==> src/rtl/fifo_vc.sv <==
// ---------------------------------------------------------------------------
// fifo_vc -- per-virtual-channel receive FIFO
//
// Buffers words pushed by the upstream demux until the next stage pops them.
// Read data is registered (1 clock after the pop edge). Status flags are
// decoded from the occupancy count.
//
// Optional feature macro: FIFO_VC_ERR_EN
//   defined   -> error is a sticky overflow/underflow flag, cleared by reset
//   undefined -> error is tied low; overflow/underflow are silently ignored
//
// Ports
//   clk           in   rising-edge clock
//   reset         in   synchronous active-low reset (0 = reset)
//   push          in   write request
//   data_in       in   write data (bit 5 is the VC tag, stored unmodified)
//   pop           in   read request
//   data_out      out  registered read data (0 when valid_out=0)
//   valid_out     out  data_out carries a popped word this cycle
//   full          out  count == DEPTH
//   empty         out  count == 0
//   almost_full   out  count >= AF_TH
//   almost_empty  out  count <= AE_TH
//   error         out  sticky overflow/underflow flag (see macro above)
// ---------------------------------------------------------------------------
module fifo_vc #(
  parameter int DATA_WIDTH = 6,
  parameter int ADDR_WIDTH = 2,
  parameter int AF_TH      = 3,
  parameter int AE_TH      = 1
) (
  input  logic                  clk,
  input  logic                  reset,
  input  logic                  push,
  input  logic [DATA_WIDTH-1:0] data_in,
  input  logic                  pop,
  output logic [DATA_WIDTH-1:0] data_out,
  output logic                  valid_out,
  output logic                  full,
  output logic                  empty,
  output logic                  almost_full,
  output logic                  almost_empty,
  output logic                  error
);

  localparam int DEPTH = 2 ** ADDR_WIDTH;
  localparam int CW    = ADDR_WIDTH + 1;

  localparam logic [CW-1:0]         DEPTH_C = CW'(DEPTH);
  localparam logic [CW-1:0]         AF_C    = CW'(AF_TH);
  localparam logic [CW-1:0]         AE_C    = CW'(AE_TH);
  localparam logic [CW-1:0]         CNT_ONE = CW'(1);
  localparam logic [ADDR_WIDTH-1:0] PTR_ONE = ADDR_WIDTH'(1);

  logic [DATA_WIDTH-1:0] mem_q [DEPTH];
  logic [DATA_WIDTH-1:0] mem_d [DEPTH];
  logic [ADDR_WIDTH-1:0] wr_ptr_q, wr_ptr_d;
  logic [ADDR_WIDTH-1:0] rd_ptr_q, rd_ptr_d;
  logic [CW-1:0]         count_q, count_d;
  logic [DATA_WIDTH-1:0] data_out_q, data_out_d;
  logic                  valid_out_q, valid_out_d;
  logic                  error_q, error_d;
  logic                  pop_ok, push_ok;

  // Status flags decoded from the registered count
  assign full         = (count_q == DEPTH_C);
  assign empty        = (count_q == {CW{1'b0}});
  assign almost_full  = (count_q >= AF_C);
  assign almost_empty = (count_q <= AE_C);

  assign data_out  = data_out_q;
  assign valid_out = valid_out_q;
  assign error     = error_q;

  // A pop frees a slot in the same edge, so a push at full is still accepted
  // when paired with a pop (full implies non-empty, so that pop is accepted).
  assign pop_ok  = pop & ~empty;
  assign push_ok = push & (~full | pop_ok);

`ifdef FIFO_VC_ERR_EN
  logic overflow, underflow;
  assign overflow  = push & ~push_ok;
  assign underflow = pop & empty;
`endif

  // Memory write-port next state
  always_comb begin
    mem_d = mem_q;
    if (push_ok) begin
      mem_d[wr_ptr_q] = data_in;
    end else begin
      mem_d[wr_ptr_q] = mem_q[wr_ptr_q];
    end
  end

  // Pointer, count, read-data and error next state
  always_comb begin
    wr_ptr_d    = wr_ptr_q;
    rd_ptr_d    = rd_ptr_q;
    count_d     = count_q;
    data_out_d  = {DATA_WIDTH{1'b0}};
    valid_out_d = 1'b0;

    if (push_ok) begin
      wr_ptr_d = wr_ptr_q + PTR_ONE;
    end else begin
      wr_ptr_d = wr_ptr_q;
    end

    if (pop_ok) begin
      rd_ptr_d    = rd_ptr_q + PTR_ONE;
      data_out_d  = mem_q[rd_ptr_q];
      valid_out_d = 1'b1;
    end else begin
      rd_ptr_d    = rd_ptr_q;
      data_out_d  = {DATA_WIDTH{1'b0}};
      valid_out_d = 1'b0;
    end

    case ({push_ok, pop_ok})
      2'b10:   count_d = count_q + CNT_ONE;
      2'b01:   count_d = count_q - CNT_ONE;
      default: count_d = count_q;
    endcase

`ifdef FIFO_VC_ERR_EN
    error_d = error_q | overflow | underflow;
`else
    error_d = 1'b0;
`endif
  end

  // Storage array; contents are don't-care after reset so no reset term
  always_ff @(posedge clk) begin
    mem_q <= mem_d;
  end

  // Control registers with synchronous active-low reset
  always_ff @(posedge clk) begin
    if (!reset) begin
      wr_ptr_q    <= {ADDR_WIDTH{1'b0}};
      rd_ptr_q    <= {ADDR_WIDTH{1'b0}};
      count_q     <= {CW{1'b0}};
      data_out_q  <= {DATA_WIDTH{1'b0}};
      valid_out_q <= 1'b0;
      error_q     <= 1'b0;
    end else begin
      wr_ptr_q    <= wr_ptr_d;
      rd_ptr_q    <= rd_ptr_d;
      count_q     <= count_d;
      data_out_q  <= data_out_d;
      valid_out_q <= valid_out_d;
      error_q     <= error_d;
    end
  end

endmodule

==> config.mk <==
export PLATFORM = sky130hd
export DESIGN_NAME = fifo_vc
export DESIGN_NICKNAME = d
export VERILOG_FILES = /design/src/rtl/fifo_vc.sv
export SDC_FILE = /design/constraint.sdc
export NUM_CORES = 1
export LEC_CHECK = 0
export ABC_AREA = 1
export CORE_ASPECT_RATIO = 1.25
export CORE_MARGIN = 10
export CORE_UTILIZATION = 45
export CTS_CLUSTER_DIAMETER = 150
export DETAILED_ROUTE_END_ITERATION = 10
export PLACE_DENSITY_LB_ADDON = 0.08
export SKIP_LAST_GASP = 1
export SYNTH_ARGS = -nofsm -noshare
export SYNTH_HDL_FRONTEND = slang
export SYNTH_SLANG_ARGS = --single-unit
==> constraint.sdc <==
create_clock -name clk -period 2.2 [get_ports clk]
set_input_delay 0.33 -clock clk [delete_from_list [all_inputs] [get_ports clk]]
set_output_delay 0.33 -clock clk [all_outputs]
set_load 0.05 [all_outputs]
==> results.py, run 1 <==
metrics = {
    "clock_network": {
        "clock_tree.root_cell": "clkbuf_8",
        "clk_latency_ps": 290,
        "tritoncts": "done",
        "cts_buffers": 5,
        "cts_sinks": 38,
        "clk_pin_slew_worst_paths_ps": 70,
        "ctsLongestPathBuffers": 2,
        "postCtsSetupRepairBufs": 0,
        "holdBufCountCts": 0,
        "cts_htree_levels": 2,
        "cts_resized": 0,
    },
    "setup_path": {
        "rr_endpoint": "count_q[2]$_SDFFE_PN0P_",
        "critPathRequiredTime_ps": 1870,
        "r2r_start": "count_q[0]$_SDFFE_PN0P_",
        "crit_slowest_cell": "clkdlybuf4s50_1",
        "crit_buf_inv": 1,
        "crit_chain": "clkdlybuf4s50_1",
        "crit_start": "data_out[5]$_SDFF_PN0_",
        "endpoint_kind": "primary output",
        "crit_family": "buffers and inverters",
        "r2r_slack_ps": 520,
        "cp-endpoint": "data_out[5]",
        "cp_num_cells": 1,
        "rr_worst_depth": 8,
        "crit_fanout": 1,
        "max_stage_delay_ps": 810,
        "worst_setup_path_start_kind": "flop",
        "path_class": "flop to primary output",
        "worstPathArrival_ps": 1430,
    },
    "finish": {
        "fin_util_pct": 53.4,
        "layout_common_cells": "nand2_1, nand3_1, inv_1",
        "fill_cells": 483,
        "final_common_cell": "nand2_1",
        "stdcell_count": 363,
        "area_growth_pct": 14.7,
        "multi_input_area_um2": 971,
        "drive_above_1_share_pct": 8.58,
        "design_area_um2": 2540,
        "num-nets-final": 322,
        "diodes": 0,
        "regArea_um2": 1000,
    },
    "power": {
        "power_density_nw_per_um2": 1040,
        "ir_drop_uv": 384,
        "combPwrFrac_pct": 43.9,
        "power_mw": 2.64,
        "pwr-share-clk_pct": 19.2,
        "intPower_mw": 1.53,
        "p_leak_nw": 1.18,
        "swShare_pct": 42.0,
        "power.net_switching_mw": 1.11,
        "seqPwrFrac_pct": 36.9,
    },
    "drt": {
        "via_per_inst": 5.08,
        "drt-initial-drc-count": 112,
        "drtPass1Iterations": 5,
        "drcViolationCount": 0,
        "ant_nets": 0,
        "wl_per_cell_um": 13.1,
        "via_count": 1845,
        "routed_wl_um": 4740,
    },
    "timing": {
        "hold_viol": 0,
        "hold_ws_ps": 588,
        "slew_viol_final": 0,
        "skew_ps": 3.92,
        "rsz0062_at_grt": "false",
        "relSlewSlack_pct": 50.3,
        "finalCriticalPeriod_ps": 1760,
        "tightest_slew_ps": 745,
        "fmax_mhz": 567,
        "post-route-period-util_pct": 80.2,
        "finalSetupTns_ps": 0,
        "setup_ws_ps": 436,
        "setup_viol": 0,
    },
    "outcome": {
        "status": "finished, final reports clean",
    },
    "logic_synthesis": {
        "ys_types": 21,
        "synth_area_per_cell_um2": 7.87,
        "synthCells": 282,
        "synth-seq-area-share_pct": 45.1,
        "syn-num-nets": 302,
        "syn_area_um2": 2220,
        "yosysWarningCount": 0,
        "synth_seq_cells": 38,
    },
    "global_route": {
        "grt_antenna_before_repair": 0,
        "grt_max_degree": 28,
        "grt_pass1_wl_um": 8140,
        "gr-usage-all-layers_pct": 11.9,
        "overflow": 0,
        "grt_pass1_vias": 1707,
    },
    "run": {
        "drv_cap": 0,
    },
    "place": {
        "dp_worst_setup_slack_ps": 371,
        "dpl_cell_area_um2": 2450,
        "dp.cells": 355,
        "place.gp.congestion": 0.755,
        "dp_hpwl_um": 3420,
        "port_buffers": 20,
    },
    "floorplan": {
        "ios": 22,
        "start_util_pct": 46.6,
        "core_area_um2": 4760,
        "die_x_um": 82.8,
        "die_h_um": 98.5,
        "rows": 28,
        "die-area_um2": 8160,
    },
    "min_path": {
        "hold_path_class": "flop to flop",
    },
}
-- cell families after synthesis --
logic type	Yosys count	share of synthesized area (%)
other cells	1	0.169
compound gates	29	8.51
fa+ha+maj	10	5.64
flops	38	45.1
buf+inv	54	11.3
simple gates	149	28.9
xor+xnor	1	0.395
-- worst register-to-register path, stage by stage, from the launching register on --
cell	delay (ps)
dfxtp_1	330
inv_1	150
ha_1	210
nand2_2	80
o21ai_4	210
ha_1	320
o21ai_0	180
nand2_1	70
nor2_1	80
-- area by class of cell --
type	instances	share of cell area [%]
clock buffers	6	3.24
clock inverters	2	0.492
inverters	38	5.70
multi-input cells	190	38.2
flip-flops and latches	38	39.3
well taps	60	2.95
repair buffers	29	10.1
-- per-layer routing --
metal	track usage [%]	vias to the layer above	share of wire [%]
met3	3.38	6	6.0
li1	-	962	-
met4	4.72	0	1.7
met1	14.2	829	46
met5	0	-	0
met2	19.6	48	46
-- power by group through the flow --
stage	sequential, mW	combinational [mW]	clock (mW)
after floorplan	1.05	0.811	0
after detailed placement	0.991	1.17	0
after global placement	0.989	1.16	0
after global routing	0.993	1.30	0.544
after CTS	0.975	1.17	0.518
final	0.974	1.16	0.507
-- synth_stat cells --
cell / number / share of area (%)
o21ai_0: 6 / 1.4
nand2_1: 73 / 12
a21oi_1: 9 / 2.0
a21boi_0: 1 / 0.34
nor2_2: 1 / 0.28
inv_1: 37 / 6.3
buf_2: 6 / 1.4
buf_4: 2 / 0.68
o211ai_1: 12 / 4.1
o21ai_4: 1 / 0.73
xor2_1: 1 / 0.39
clkbuf_1: 4 / 0.68
nand3_1: 62 / 14
ha_1: 10 / 5.6
edfxtp_1: 24 / 32
conb_1: 1 / 0.17
inv_4: 1 / 0.28
dfxtp_1: 14 / 13
buf_6: 4 / 2.0
nor2_1: 12 / 2.0
nand2_2: 1 / 0.28
-- flip-flops by register name (all words and copies together), names as in the netlist --
signal and flops:
rd_ptr_q 2, count_q 3, mem_q 24, valid_out 1, wr_ptr_q 2, data_out 6
-- worst min-delay path by stage --
stage | slack (ps) | startpoint | end | cells after the start
floorplan | 450 | reset | count_q[2]$_SDFFE_PN0P_ | 2
global placement | 570 | mem_q[11]$_DFFE_PN_ | data_out[5]$_SDFF_PN0_ | 2
detailed placement | 570 | mem_q[11]$_DFFE_PN_ | data_out[5]$_SDFF_PN0_ | 2
CTS | 590 | mem_q[11]$_DFFE_PN_ | data_out[5]$_SDFF_PN0_ | 2
global route | 640 | mem_q[7]$_DFFE_PN_ | data_out[1]$_SDFF_PN0_ | 2
finish | 590 | mem_q[11]$_DFFE_PN_ | data_out[5]$_SDFF_PN0_ | 2
No activity file was read; power rests on OpenSTA's default activity.
==> run 2: changes to the inputs <==
- clock period: 2.2 -> 1.4 ns (I/O delays scaled with it)
==> results.py, run 2 (synthesis results as in run 1) <==
metrics = {
    "outcome": {
        "status": "finished with violations",
        "violations": "negative setup slack",
    },
    "setup_path": {
        "r2r_slack_ps": -160,
        "path_class": "flop to flop",
        "r2r_start": "count_q[0]$_SDFFE_PN0P_",
        "crit_fanout": 3,
        "crit_chain": "buf_6 -> inv_4 -> ha_4 -> nand2_4 -> o21ai_4 -> buf_6 -> ha_4 -> inv_2 -> nor2_2 -> o21ai_2 -> nand2_1 -> nor2_1",
        "max_stage_delay_ps": 340,
        "worst_setup_path_start_kind": "flop",
        "rr_endpoint": "count_q[2]$_SDFFE_PN0P_",
        "worstPathArrival_ps": 1750,
        "endpoint_kind": "flop",
        "rr_worst_depth": 12,
        "crit_slowest_cell": "dfxtp_2",
        "critPathRequiredTime_ps": 1590,
    },
    "clock_network": {
        "clk_latency_ps": 290,
        "ctsLongestPathBuffers": 2,
        "cts_htree_levels": 2,
        "holdBufCountCts": 0,
        "clock_tree.root_cell": "clkbuf_8",
        "cts_sinks": 38,
        "tritoncts": "done",
        "clk_pin_slew_worst_paths_ps": 80,
        "cts_buffers": 5,
    },
    "timing": {
        "fmax_mhz": 642,
        "rsz0062_at_grt": "true",
        "skew_ps": 9.58,
        "slew_viol_final": 0,
        "hold_viol": 0,
        "post-route-period-util_pct": 111,
        "hold_ws_ps": 601,
        "finalSetupTns_ps": -3660,
        "setup_viol": 33,
        "setup_ws_ps": -159,
        "finalCriticalPeriod_ps": 1560,
    },
    "run": {
        "drv_cap": 0,
    },
    "global_route": {
        "overflow": 0,
        "grt_pass1_wl_um": 9340,
        "grt_pass1_vias": 1957,
        "gr-usage-all-layers_pct": 13.5,
        "grt_antenna_before_repair": 0,
        "grt_max_degree": 28,
    },
    "floorplan": {
        "core_area_um2": 4760,
        "die_h_um": 98.5,
        "ios": 22,
        "rows": 28,
        "die_x_um": 82.8,
        "start_util_pct": 46.6,
        "die-area_um2": 8160,
    },
    "drt": {
        "ant_nets": 0,
        "wl_per_cell_um": 15.7,
        "via_per_inst": 5.31,
        "drtPass1Iterations": 4,
        "via_count": 2032,
        "routed_wl_um": 6000,
        "drcViolationCount": 0,
        "drt-initial-drc-count": 89,
    },
    "power": {
        "ir_drop_uv": 1660,
        "p_leak_nw": 1.43,
        "power_mw": 5.70,
        "power_density_nw_per_um2": 1730,
    },
    "finish": {
        "diodes": 0,
        "area_growth_pct": 48.1,
        "stdcell_count": 383,
        "final_common_cell": "nand2_1",
        "fill_cells": 384,
        "num-nets-final": 342,
        "largest_register": "mem_q",
        "drive_above_1_share_pct": 34.4,
        "layout_common_cells": "nand2_1, nand3_1, inv_1",
        "largest_reg_flops": 24,
    },
    "min_path": {
        "worstHoldStart": "mem_q[10]$_DFFE_PN_",
        "holdPathEnd": "data_out[4]$_SDFF_PN0_",
        "hold_path_class": "flop to flop",
        "hold_path_depth": 2,
    },
    "place": {
        "dp_worst_setup_slack_ps": -158,
        "dp_hpwl_um": 3830,
        "dp.cells": 367,
        "port_buffers": 20,
        "place.gp.congestion": 0.797,
    },
}
-- run 2: cell types whose count changed in the layout (fill, tap and decap cells not counted), sizes merged --
| cell | delta |
|---|---|
| buf | +24 |
| clkdlybuf4s50 | -7 |
| clkinvlp | -1 |
| inv | +2 |
| bufinv | +2 |
-- run 2: final cells by class --
| cell class | instances | area [µm²] | share of cell area, % |
|---|---|---|---|
| multi-input cells | 190 | 1240 | 37.6 |
| clock buffers | 5 | 68.8 | 2.09 |
| flip-flops and latches | 38 | 1010 | 30.7 |
| repair inverters | 2 | 36.3 | 1.10 |
| repair buffers | 47 | 626 | 19.0 |
| well taps | 60 | 75.1 | 2.28 |
| clock inverters | 3 | 68.8 | 2.09 |
| inverters | 38 | 166 | 5.06 |
-- run 2: how the worst max path moves through the flow --
stage | start | to | cells past startpoint
finish | count_q[0]$_SDFFE_PN0P_ | count_q[2]$_SDFFE_PN0P_ | 12
global route | count_q[0]$_SDFFE_PN0P_ | count_q[2]$_SDFFE_PN0P_ | 12
CTS | count_q[0]$_SDFFE_PN0P_ | almost_full | 6
detailed placement | pop | mem_q[0]$_DFFE_PN_ | 5
global placement | pop | mem_q[0]$_DFFE_PN_ | 5
floorplan | count_q[1]$_SDFFE_PN0P_ | count_q[2]$_SDFFE_PN0P_ | 9
-- run 2: power by group --
group | switching [mW] | total, mW | internal, mW | leakage (nW)
clock | 0.418 | 1.13 | 0.714 | 0.0683
sequential | 0.141 | 1.58 | 1.44 | 0.349
combinational | 1.67 | 2.98 | 1.31 | 1.01
total | 2.23 | 5.70 | 3.46 | 1.43
-- run 2: through the flow --
stage	util [%]	area (µm²)
after floorplan	-	2400
after global placement	59.8	2850
after detailed placement	59.8	2850
after CTS	66.5	3170
after global routing	69.0	3290
final	69.0	3290
-- run 2: what timing repair did --
| action | CTS | global route |
|---|---|---|
| pin swaps | 7 | 18 |
| endpoints found under the setup margin | 31 | 41 |
| endpoints found under the hold margin | 0 | 0 |
| gates resized for setup | 36 | 24 |
| buffers inserted | 4 | 0 |
| gates cloned | 2 | 2 |
-- run 2: critical path: cells and delay by family (launching register included) --
| kind | cells | cell delay (ps) |
|---|---|---|
| simple gates | 4 | 280 |
| buf+inv | 4 | 330 |
| flops | 1 | 340 |
| fa+ha+maj | 2 | 280 |
| compound gates | 2 | 240 |
-- run 2: metal layers --
| layer | vias to the layer above | track usage, % | share of wire, % | routed length [µm] |
|---|---|---|---|---|
| li1 | 1015 | - | - | - |
| met1 | 957 | 15.2 | 40 | 2430 |
| met2 | 51 | 24.2 | 53 | 3170 |
| met3 | 9 | 3.71 | 5.3 | 317 |
| met4 | 0 | 3.81 | 1.4 | 85 |
| met5 | - | 0 | 0 | 0 |
==> run 3: changes to the inputs <==
- CORE_MARGIN: 10 -> 5
==> results.py, run 3 (synthesis results as in run 1) <==
metrics = {
    "timing": {
        "post-route-period-util_pct": 114,
        "slew_viol_final": 0,
        "finalCriticalPeriod_ps": 1590,
        "hold_viol": 0,
        "rsz0062_at_grt": "true",
        "hold_ws_ps": 580,
        "fmax_mhz": 628,
        "setup_viol": 33,
        "skew_ps": 8.89,
        "setup_ws_ps": -191,
    },
    "setup_path": {
        "r2r_slack_ps": -190,
        "rr_endpoint": "count_q[1]$_SDFFE_PN0P_",
        "worstPathArrival_ps": 1780,
        "crit_fanout": 3,
        "rr_worst_depth": 11,
        "crit_slowest_cell": "dfxtp_2",
        "crit_chain": "buf_6 -> inv_4 -> ha_4 -> inv_2 -> nor2_4 -> nor2_4 -> ha_4 -> buf_4 -> xor2_2 -> o21ai_2 -> inv_1",
        "worst_setup_path_start_kind": "flop",
        "critPathRequiredTime_ps": 1590,
        "r2r_start": "count_q[0]$_SDFFE_PN0P_",
        "crit_buf_inv": 5,
        "endpoint_kind": "flop",
        "max_stage_delay_ps": 340,
        "path_class": "flop to flop",
        "crit_family": "buffers and inverters",
    },
    "floorplan": {
        "die_h_um": 88.5,
        "die_x_um": 72.8,
        "ios": 22,
        "core_area_um2": 4760,
        "die-area_um2": 6450,
        "start_util_pct": 46.6,
        "rows": 28,
    },
    "min_path": {
        "holdPathEnd": "data_out[4]$_SDFF_PN0_",
        "hold_path_class": "flop to flop",
        "hold_path_depth": 2,
        "worstHoldStart": "mem_q[10]$_DFFE_PN_",
    },
    "global_route": {
        "gr-usage-all-layers_pct": 17.7,
        "grt_pass1_vias": 1854,
        "grt_pass1_wl_um": 8910,
        "grt_max_degree": 28,
        "overflow": 0,
        "grt_antenna_before_repair": 0,
    },
    "finish": {
        "largest_register": "mem_q",
        "final_common_cell": "nand2_1",
        "design_area_um2": 3200,
        "fin_util_pct": 67.1,
        "area_growth_pct": 44.0,
        "layout_common_cells": "nand2_1, nand3_1, inv_1",
        "regArea_um2": 1010,
        "largest_reg_flops": 24,
        "drive_above_1_share_pct": 34.0,
        "diodes": 0,
        "multi_input_area_um2": 1250,
        "num-nets-final": 343,
        "fill_cells": 402,
    },
    "power": {
        "intPower_mw": 3.16,
        "pwr-share-clk_pct": 15.1,
        "power.net_switching_mw": 2.19,
        "power_mw": 5.35,
        "power_density_nw_per_um2": 1670,
        "p_leak_nw": 1.39,
        "swShare_pct": 40.9,
        "ir_drop_uv": 1700,
        "seqPwrFrac_pct": 29.7,
        "combPwrFrac_pct": 55.2,
    },
    "drt": {
        "highest_layer": "met4",
        "wl_met3_um": 216,
        "drtPass1Iterations": 4,
        "wl_met1_um": 2320,
        "via_per_inst": 5.15,
        "routed_wl_um": 5360,
        "drcViolationCount": 0,
        "via_count": 1976,
        "drt-initial-drc-count": 162,
        "wl_per_cell_um": 14.0,
        "ant_nets": 0,
        "dr_wl_met2_um": 2730,
    },
    "place": {
        "dpl_cell_area_um2": 2840,
        "place.gp.congestion": 0.833,
        "dp_hpwl_um": 3650,
        "port_buffers": 20,
    },
    "clock_network": {
        "cts_sinks": 38,
        "clk_pin_slew_worst_paths_ps": 80,
        "tritoncts": "done",
        "ctsLongestPathBuffers": 2,
        "cts_htree_levels": 2,
        "holdBufCountCts": 0,
        "cts_buffers": 5,
        "clock_tree.root_cell": "clkbuf_8",
        "clk_latency_ps": 290,
    },
    "outcome": {
        "status": "finished with violations",
        "violations": "negative setup slack",
    },
    "run": {
        "drv_cap": 0,
    },
}
[run 3: cell count changes in the layout (fill, tap and decap cells not counted), moves of 3 or more]
cell     change
nand2_1      -3
nand3_1      +7
nand3_2      -7
buf_4        +6
[run 3: final cells by class]
| cell class | instances | area share, % |
|---|---|---|
| clock buffer | 6 | 2.58 |
| clock inverter | 2 | 0.392 |
| inverter | 38 | 4.86 |
| multi-input combinational | 190 | 39.3 |
| sequential | 38 | 31.6 |
| tap | 60 | 2.35 |
| timing repair buffer | 49 | 18.6 |
| timing repair inverter | 1 | 0.352 |
[run 3: metal layers]
metal  up-vias  global-route usage (%)
li1       1007                       -
met1       916                    22.9
met2        44                    29.1
met3         9                    3.75
met4         0                    6.38
met5         -                       0
[run 3: metrics by stage]
stage / std cells / setup slack, ps / TNS [ps]
global route: 384 / -243 / -6930
detailed placement: 367 / -167 / -4110
global placement: 367 / -108 / -2940
floorplan: 282 / -205 / -1980
finish: 384 / -191 / -4770
CTS: 381 / -167 / -3220
[run 3: power by group through the flow]
stage / combinational [mW] / clock, mW / sequential [mW]
global placement: 2.44 / 0 / 1.59
global route: 3.19 / 0.877 / 1.61
floorplan: 1.46 / 0 / 1.68
CTS: 2.70 / 0.820 / 1.58
finish: 2.95 / 0.807 / 1.59
detailed placement: 2.46 / 0 / 1.60
[run 3: worst max-delay path by stage]
stage                              endpoint  cells past startpoint               startpoint
finish              count_q[1]$_SDFFE_PN0P_                     11  count_q[0]$_SDFFE_PN0P_
global placement         mem_q[1]$_DFFE_PN_                      5                      pop
floorplan           count_q[2]$_SDFFE_PN0P_                      9  count_q[1]$_SDFFE_PN0P_
global route        count_q[1]$_SDFFE_PN0P_                     11  count_q[0]$_SDFFE_PN0P_
CTS                             almost_full                      6  count_q[0]$_SDFFE_PN0P_
detailed placement  count_q[2]$_SDFFE_PN0P_                      6                      pop
[run 3: worst register-to-register path, cell delays in order, from the launching register on]
cell and delay, ps:
dfxtp_2 340, buf_6 110, inv_4 50, ha_4 140
inv_2 40, nor2_4 120, nor2_4 70, ha_4 170
buf_4 140, xor2_2 140, o21ai_2 120, inv_1 50
[run 3: repair_timing]
| item | CTS | global route |
|---|---|---|
| endpoints found under the setup margin | 30 | 41 |
| hold endpoints to repair | 0 | 0 |
| setup buffers | 5 | 4 |
| pin swaps | 9 | 13 |
| resized for setup | 29 | 23 |
| cloned | 1 | 0 |
